`config.mk`:
```
export PLATFORM = sky130hd
export DESIGN_NAME = if_fetch_queue_flat
export DESIGN_NICKNAME = d
export VERILOG_FILES = /design/src/rtl/if_fetch_queue_if.sv /design/src/rtl/if_fetch_queue.sv /design/src/flat_wrapper.sv
export SDC_FILE = /design/constraint.sdc
export NUM_CORES = 1
export LEC_CHECK = 0
export CAP_MARGIN = 30
export CORE_ASPECT_RATIO = 1.4
export CORE_UTILIZATION = 33
export CTS_CLUSTER_SIZE = 25
export DETAILED_ROUTE_END_ITERATION = 8
export MAX_ROUTING_LAYER = met4
export PLACE_DENSITY = 0.52
export SLEW_MARGIN = 0
export SYNTH_ARGS = -nofsm -noshare
export SYNTH_HDL_FRONTEND = slang
export SYNTH_SLANG_ARGS = --single-unit
```
`constraint.sdc`:
```
create_clock -name clk -period 13.7 [get_ports clk]
set_input_delay 1.37 -clock clk [delete_from_list [all_inputs] [get_ports clk]]
set_output_delay 1.37 -clock clk [all_outputs]
set_load 0.05 [all_outputs]
```
`src/rtl/if_fetch_queue_if.sv`:
```
// Fetch-queue bus: instruction-memory port, redirect port and the
// valid/ready decode-side head of the queue.
interface if_fetch_queue_if #(
  parameter int DEPTH = 4
);
  logic                       fetch_en;
  logic [31:0]                imem_addr;
  logic [31:0]                imem_rdata;
  logic                       redirect_valid;
  logic [31:0]                redirect_pc;
  logic                       out_valid;
  logic                       out_ready;
  logic [31:0]                out_instr;
  logic [31:0]                out_pc;
  logic [31:0]                out_pc4;
  logic [$clog2(DEPTH+1)-1:0] count;

  // Fetch stage side
  modport master (
    input  fetch_en, imem_rdata, redirect_valid, redirect_pc, out_ready,
    output imem_addr, out_valid, out_instr, out_pc, out_pc4, count
  );

  // Memory / decode / branch-unit side
  modport slave (
    output fetch_en, imem_rdata, redirect_valid, redirect_pc, out_ready,
    input  imem_addr, out_valid, out_instr, out_pc, out_pc4, count
  );
endinterface

```
`src/rtl/if_fetch_queue.sv`:
```
// Instruction-fetch stage: fetch PC register plus a DEPTH-entry FIFO of
// {instruction, PC} pairs feeding decode; redirect flushes and reloads the PC.
module if_fetch_queue #(
  parameter int          DEPTH    = 4,
  parameter logic [31:0] RESET_PC = 32'h0000_3000
) (
  input  logic                   clk,
  input  logic                   reset,
  if_fetch_queue_if.master       bus
);
  localparam int PW = $clog2(DEPTH);
  localparam int CW = $clog2(DEPTH+1);

  logic [31:0]   pc_q, pc_d;
  logic [CW-1:0] count_q, count_d;
  logic [PW-1:0] rd_ptr_q, rd_ptr_d;
  logic [PW-1:0] wr_ptr_q, wr_ptr_d;
  logic [31:0]   instr_mem_q [DEPTH];
  logic [31:0]   instr_mem_d [DEPTH];
  logic [31:0]   pc_mem_q    [DEPTH];
  logic [31:0]   pc_mem_d    [DEPTH];

  logic          out_valid_s;
  logic          full_s;
  logic          deq_s;
  logic          enq_s;
  logic [31:0]   redirect_tgt_s;

  assign out_valid_s    = (count_q != {CW{1'b0}});
  assign full_s         = (count_q == CW'(DEPTH));
  assign deq_s          = out_valid_s & bus.out_ready;
  // A full queue may still accept a fetch when decode drains the head the same cycle.
  assign enq_s          = bus.fetch_en & ~bus.redirect_valid & (~full_s | deq_s);
  assign redirect_tgt_s = bus.redirect_pc & 32'hFFFF_FFFC;

  // Next-state for PC, pointers, occupancy and storage
  always_comb begin
    pc_d     = pc_q;
    count_d  = count_q;
    rd_ptr_d = rd_ptr_q;
    wr_ptr_d = wr_ptr_q;
    for (int i = 0; i < DEPTH; i++) begin
      instr_mem_d[i] = instr_mem_q[i];
      pc_mem_d[i]    = pc_mem_q[i];
    end
    if (bus.redirect_valid) begin
      pc_d     = redirect_tgt_s;
      count_d  = {CW{1'b0}};
      rd_ptr_d = {PW{1'b0}};
      wr_ptr_d = {PW{1'b0}};
    end else begin
      if (enq_s) begin
        instr_mem_d[wr_ptr_q] = bus.imem_rdata;
        pc_mem_d[wr_ptr_q]    = pc_q;
        wr_ptr_d              = wr_ptr_q + PW'(1);
        pc_d                  = pc_q + 32'd4;
      end else begin
        pc_d = pc_q;
      end
      if (deq_s) begin
        rd_ptr_d = rd_ptr_q + PW'(1);
      end else begin
        rd_ptr_d = rd_ptr_q;
      end
      count_d = count_q + CW'(enq_s) - CW'(deq_s);
    end
  end

  // State registers with asynchronous reset
  always_ff @(posedge clk or posedge reset) begin
    if (reset) begin
      pc_q     <= RESET_PC;
      count_q  <= {CW{1'b0}};
      rd_ptr_q <= {PW{1'b0}};
      wr_ptr_q <= {PW{1'b0}};
      for (int i = 0; i < DEPTH; i++) begin
        instr_mem_q[i] <= 32'd0;
        pc_mem_q[i]    <= 32'd0;
      end
    end else begin
      pc_q     <= pc_d;
      count_q  <= count_d;
      rd_ptr_q <= rd_ptr_d;
      wr_ptr_q <= wr_ptr_d;
      for (int i = 0; i < DEPTH; i++) begin
        instr_mem_q[i] <= instr_mem_d[i];
        pc_mem_q[i]    <= pc_mem_d[i];
      end
    end
  end

  // Head of queue is read straight from storage and zeroed while empty.
  assign bus.imem_addr = pc_q;
  assign bus.out_valid = out_valid_s;
  assign bus.out_instr = out_valid_s ? instr_mem_q[rd_ptr_q] : 32'd0;
  assign bus.out_pc    = out_valid_s ? pc_mem_q[rd_ptr_q] : 32'd0;
  assign bus.out_pc4   = out_valid_s ? (pc_mem_q[rd_ptr_q] + 32'd4) : 32'd0;
  assign bus.count     = count_q;
endmodule

```
`src/flat_wrapper.sv`:
```
// flat-port wrapper written by rule: the top's interface ports become plain ports
module if_fetch_queue_flat 
#(
  parameter int          DEPTH    = 4,
  parameter logic [31:0] RESET_PC = 32'h0000_3000
)
  (clk, reset, bus_fetch_en, bus_imem_rdata, bus_redirect_valid, bus_redirect_pc, bus_out_ready, bus_imem_addr, bus_out_valid, bus_out_instr, bus_out_pc, bus_out_pc4, bus_count);
  if_fetch_queue_if #(.DEPTH(DEPTH)) bus_i ();
  input  logic clk;
  input  logic reset;
  input wire logic [$bits(bus_i.fetch_en)-1:0] bus_fetch_en;
  input wire logic [$bits(bus_i.imem_rdata)-1:0] bus_imem_rdata;
  input wire logic [$bits(bus_i.redirect_valid)-1:0] bus_redirect_valid;
  input wire logic [$bits(bus_i.redirect_pc)-1:0] bus_redirect_pc;
  input wire logic [$bits(bus_i.out_ready)-1:0] bus_out_ready;
  output wire logic [$bits(bus_i.imem_addr)-1:0] bus_imem_addr;
  output wire logic [$bits(bus_i.out_valid)-1:0] bus_out_valid;
  output wire logic [$bits(bus_i.out_instr)-1:0] bus_out_instr;
  output wire logic [$bits(bus_i.out_pc)-1:0] bus_out_pc;
  output wire logic [$bits(bus_i.out_pc4)-1:0] bus_out_pc4;
  output wire logic [$bits(bus_i.count)-1:0] bus_count;
  assign bus_i.fetch_en = bus_fetch_en;
  assign bus_i.imem_rdata = bus_imem_rdata;
  assign bus_i.redirect_valid = bus_redirect_valid;
  assign bus_i.redirect_pc = bus_redirect_pc;
  assign bus_i.out_ready = bus_out_ready;
  assign bus_imem_addr = bus_i.imem_addr;
  assign bus_out_valid = bus_i.out_valid;
  assign bus_out_instr = bus_i.out_instr;
  assign bus_out_pc = bus_i.out_pc;
  assign bus_out_pc4 = bus_i.out_pc4;
  assign bus_count = bus_i.count;
  if_fetch_queue #(.DEPTH(DEPTH), .RESET_PC(RESET_PC)) u_core (.clk(clk), .reset(reset), .bus(bus_i));
endmodule
```
Word-level counts from Yosys, hierarchy flattened. Cells that the tools add are included.

Logic and storage cells: 55. Register bits: 295.

Multiplexer cells: 20. Reduce and logical (&&, ||, !) cells: 5. Equal/unequal tests: 1. $lt $le $gt $ge: 3. Bitwise operators: 8. $add $sub $neg: 6.

Operator list (number): two-way mux 32 bit (10); bitwise mux 128 bit (2); binary-select mux 32 bit (select 2 bit) (2); adder 32 x 3 -> 32 bit, second input constant (2); demux 32 bit (select 2 bit) (1); two-way mux 2 bit (4); greater-or-equal comparator 3 bit, second input constant (2); NOT 2 -> 3 bit (2); adder 2 x 1 -> 2 bit, second input constant (2); nonzero test 2 bit (2); adder 3 x 1 -> 3 bit (1); bitwise AND 1 bit (3); equality test 3 bit, second input constant (1); < comparator 3 x 1 -> 1 bit, second input constant (1); two-way mux 3 bit (1); nonzero test 3 bit (1); subtractor 3 x 1 -> 3 bit (1); NOT 1 bit (2); AND reduction 2 bit (1); logical AND 1 bit (1); OR 1 bit (1).

Logic depth before layout (Yosys ltp).
Depth in word-level cells: 7. Mapped depth: 11. Depth with buffers taken out: 11.

Worst setup path before layout. No wires, ideal clock.

Kind: register to output. From: reg u_core.rd_ptr_q[0]. To: out bus_out_pc4[26]. Stages on the path, launching flop included: 9. Data required time: 12.330 ns. Data arrival time: 2.861 ns. Setup slack: 9.469 ns. Cell sequence: dfrtp_1 > buf_6 > buf_12 > mux4_2 > ha_1 > and3_1 > nand4_4 > or4_1 > a21oi_1.

Cells in the longest elaborated chain, start to end: 6.

RTL lines: start: declaration (RTL line if_fetch_queue.sv:16) `logic [PW-1:0] rd_ptr_q, rd_ptr_d;`; start signal: assignment (RTL line if_fetch_queue.sv:74) `rd_ptr_q <= {PW{1'b0}};`; start signal: assignment (RTL line if_fetch_queue.sv:83) `rd_ptr_q <= rd_ptr_d;`; NOT 2 -> 3 bit (not written as such) (RTL line if_fetch_queue.sv:97) `assign bus.out_pc4 = out_valid_s ? (pc_mem_q[rd_ptr_q] + 32'd4) : 32'd0;`; binary-select mux 32 bit (select 2 bit) (RTL line if_fetch_queue.sv:97); two-way mux 32 bit (not written as such) (2 in series) (RTL line if_fetch_queue.sv:97); adder 32 x 3 -> 32 bit (RTL line if_fetch_queue.sv:97); two-way mux 32 bit (RTL line if_fetch_queue.sv:97); end: declaration (RTL line flat_wrapper.sv:20) `output wire logic [$bits(bus_i.out_pc4)-1:0] bus_out_pc4;`.

No other way between the ends. The select of a mux whose other input is x is not followed.

Worst setup path after layout. Same ends and word-level chain as after synthesis.

==> impl_metrics.env <==
export IMPL_fin_nets=1291
export IMPL_die_w_um=177
export IMPL_final_util=0.413
export IMPL_worstHoldStart="u_core.pc_mem_q[9]"
export IMPL_cp_data_arrival_time_ns=5.12
export IMPL_cts_buffers=31
export IMPL_antenna_found_initial=2
export IMPL_yosysUniqueCellTypes=51
export IMPL_fp_row_count=89
export IMPL_crit_fanout=47
export IMPL_ant_nets=0
export IMPL_cts_sinks=285
export IMPL_comb_power_share=0.509
export IMPL_vias_per_cell=5.11
export IMPL_cts_tree="yes"
export IMPL_fin_cells=1784
export IMPL_required_ns=12.33
export IMPL_dieArea_sq_um=43700
export IMPL_slew_violations=0
export IMPL_pwr_share_seq=0.306
export IMPL_io_pins=201
export IMPL_gp_congestion=0.742
export IMPL_critical_path_top_delay_family="buffers and inverters"
export IMPL_status="finished clean"
export IMPL_ir_drop_uv=120
export IMPL_hold_path_class="reg -> reg"
export IMPL_reg2reg_slack_ns=10.07
export IMPL_synth_top_area_frac=0.500
export IMPL_ctsResizeCount=0
export IMPL_finalCritPeriodShare=0.474
export IMPL_grt_max_degree=178
export IMPL_setup_viol=0
export IMPL_synth_top_cells_by_area="dfrtp_1 (50%), mux2_2 (20%), mux4_2 (6.8%)"
export IMPL_layout_commonest_cell="dfrtp_1"
export IMPL_p_sw_w=0.00182
export IMPL_cts_root_buf="clkbuf_16"
export IMPL_max_slew_worst_pin_slew_ns=1.08
export IMPL_numPortBuffers=192
export IMPL_grt_pass1_wl_um=56800
export IMPL_syn_mean_instance_area_sq_um=13.5
export IMPL_wire_per_inst_um=20.5
export IMPL_period_minus_slack_ns=6.49
export IMPL_power_density_nw_per_um2=250
export IMPL_synth_top_flop_cell="dfrtp_1"
export IMPL_slowest_delay_ns=0.84
export IMPL_async_flop_share=1.00
export IMPL_die_h_um=247
export IMPL_syn_inst=1049
export IMPL_ys_ff_latch=285
export IMPL_clkPwrFrac=0.184
export IMPL_slowest_stage="clkdlybuf4s50_1"
export IMPL_cp_num_buf_inv=2
export IMPL_area_delta_synth_final_pct=23.1
export IMPL_reg2reg_from="u_core.bus.count[1]"
export IMPL_crit_path_start_kind="register"
export IMPL_first_iter_violations=358
export IMPL_cp_startpoint="u_core.rd_ptr_q[0]"
export IMPL_clk_pin_slew_ns=0.06
export IMPL_dp_hpwl_um=23300
export IMPL_cts_hold_buf=0
export IMPL_layout_common_cells="dfrtp_1 (281), mux2_2 (249), clkdlybuf4s50_1 (191)"
export IMPL_worstSetupPathType="reg -> out"
export IMPL_tns_ns=0
export IMPL_p_leak_nw=7.34
export IMPL_rsz0062_at_grt="false"
export IMPL_firstDrtPassIters=4
export IMPL_synth_area_sq_um=14200
export IMPL_cp_end_kind="output pin"
export IMPL_synth_top_cell_by_area="dfrtp_1"
export IMPL_drive_above_1_share=0.298
export IMPL_max_slew_margin_rel=0.279
export IMPL_yosys_warnings=0
export IMPL_insertion_delay_ns=0.56
export IMPL_hold_violations=0
export IMPL_fillers=3966
export IMPL_core_sq_um=42200
export IMPL_grt_ovfl_total=0
export IMPL_drv_cap=0
export IMPL_initial_core_util=0.335
export IMPL_cts_buffer_depth=3
export IMPL_dp_cells=1726
export IMPL_yosysSeqAreaShare=0.504
export IMPL_htreeDepth=1
export IMPL_finClkSkew_ns=0.00721
export IMPL_grt_pass1_vias=9622
export IMPL_swShare=0.418
export IMPL_postCtsSetupBuffers=0
export IMPL_via_count=9109
export IMPL_cp_cell_sequence="buf_4 -> mux4_1 -> ha_1 -> and3_1 -> nand4_4 -> or4_1 -> a21oi_1 -> clkdlybuf4s50_1"
export IMPL_power_internal_w=0.00254
export IMPL_routed_wl_um=36500
export IMPL_fmax_ghz=0.154
export IMPL_route_detailed_drc=0
export IMPL_synth_edf_count=0
export IMPL_grtUsageTotal=0.175
[cell families after synthesis]
group	count (synthesis)	synth area share
fa+ha+maj	9	0.00848
simple gates	240	0.0943
xor+xnor	40	0.0247
compound gates	64	0.0262
other cells	1	0.000265
flops	285	0.504
mux	314	0.304
buf+inv	96	0.0383
[flip-flops by register name (all words and copies together) (netlist names)]
name and cells:
u_core.rd_ptr_q 2, u_core.bus.imem_addr 30, u_core.bus.count 3, u_core.wr_ptr_q 2, u_core.pc_mem_q 120, u_core.instr_mem_q 128
[through the flow]
stage          setup WS [ns]  power [W]  hold WS (ns)  instance area, sq um
4_1_cts                 7.04    0.00443         0.499                 17400
6_report                7.21    0.00436         0.496                 17400
3_5_place_dp            7.67    0.00360         0.486                 16500
5_1_grt                 6.93    0.00461         0.507                 17400
3_3_place_gp            7.66    0.00357         0.479                 16400
2_1_floorplan           4.47    0.00291         0.470                 14200
[cell type report]
| type | count | area (sq um) | share of cell area |
|---|---|---|---|
| Antenna cell | 2 | 5.00 | 0.000287 |
| Clock buffer | 47 | 866 | 0.0497 |
| Clock inverter | 9 | 98.8 | 0.00567 |
| Inverter | 20 | 82.6 | 0.00474 |
| Multi-Input combinational cell | 673 | 6530 | 0.374 |
| Sequential cell | 285 | 7140 | 0.410 |
| Tap cell | 546 | 683 | 0.0392 |
| Timing Repair Buffer | 202 | 2020 | 0.116 |
[path summary, 6_finish.rpt]
path	to	cells after the start
hold reg to reg	u_core.pc_mem_q[9]	1
max in group asynchronous	u_core.rd_ptr_q[1]	3
setup reg to reg	u_core.instr_mem_q[97]	6
setup / recovery	bus_out_pc4[26]	8
min in group asynchronous	u_core.instr_mem_q[89]	2
hold / removal	u_core.pc_mem_q[9]	1
[metal layers]
| layer | track usage | routed length, um |
|---|---|---|
| met1 | 0.214 | 15700 |
| met2 | 0.303 | 18900 |
| met3 | 0.0209 | 1210 |
| met4 | 0.0464 | 739 |
| met5 | - | 0 |
[power groups by stage]
stage | logic [W] | clock network (W) | registers [W]
after detailed placement | 0.00225 | 0 | 0.00135
after floorplan | 0.00159 | 0 | 0.00131
after CTS | 0.00226 | 0.000835 | 0.00134
after global routing | 0.00236 | 0.000867 | 0.00138
final | 0.00222 | 0.000804 | 0.00134
after global placement | 0.00223 | 0 | 0.00134
[synthesized netlist by cell type, drive strengths merged (7+ instances only)]
cell type	instances
a21oi	14
and2	64
and3	7
and4	8
buf	50
clkbuf	26
dfrtp	283
ha	8
inv	19
mux2	249
mux4	62
nand2	45
nand3	22
nand4	18
nor2	37
nor3	16
nor4	7
o21ai	31
or3	8
xnor2	28
xor2	12
Power figures use the tool's default switching activity.
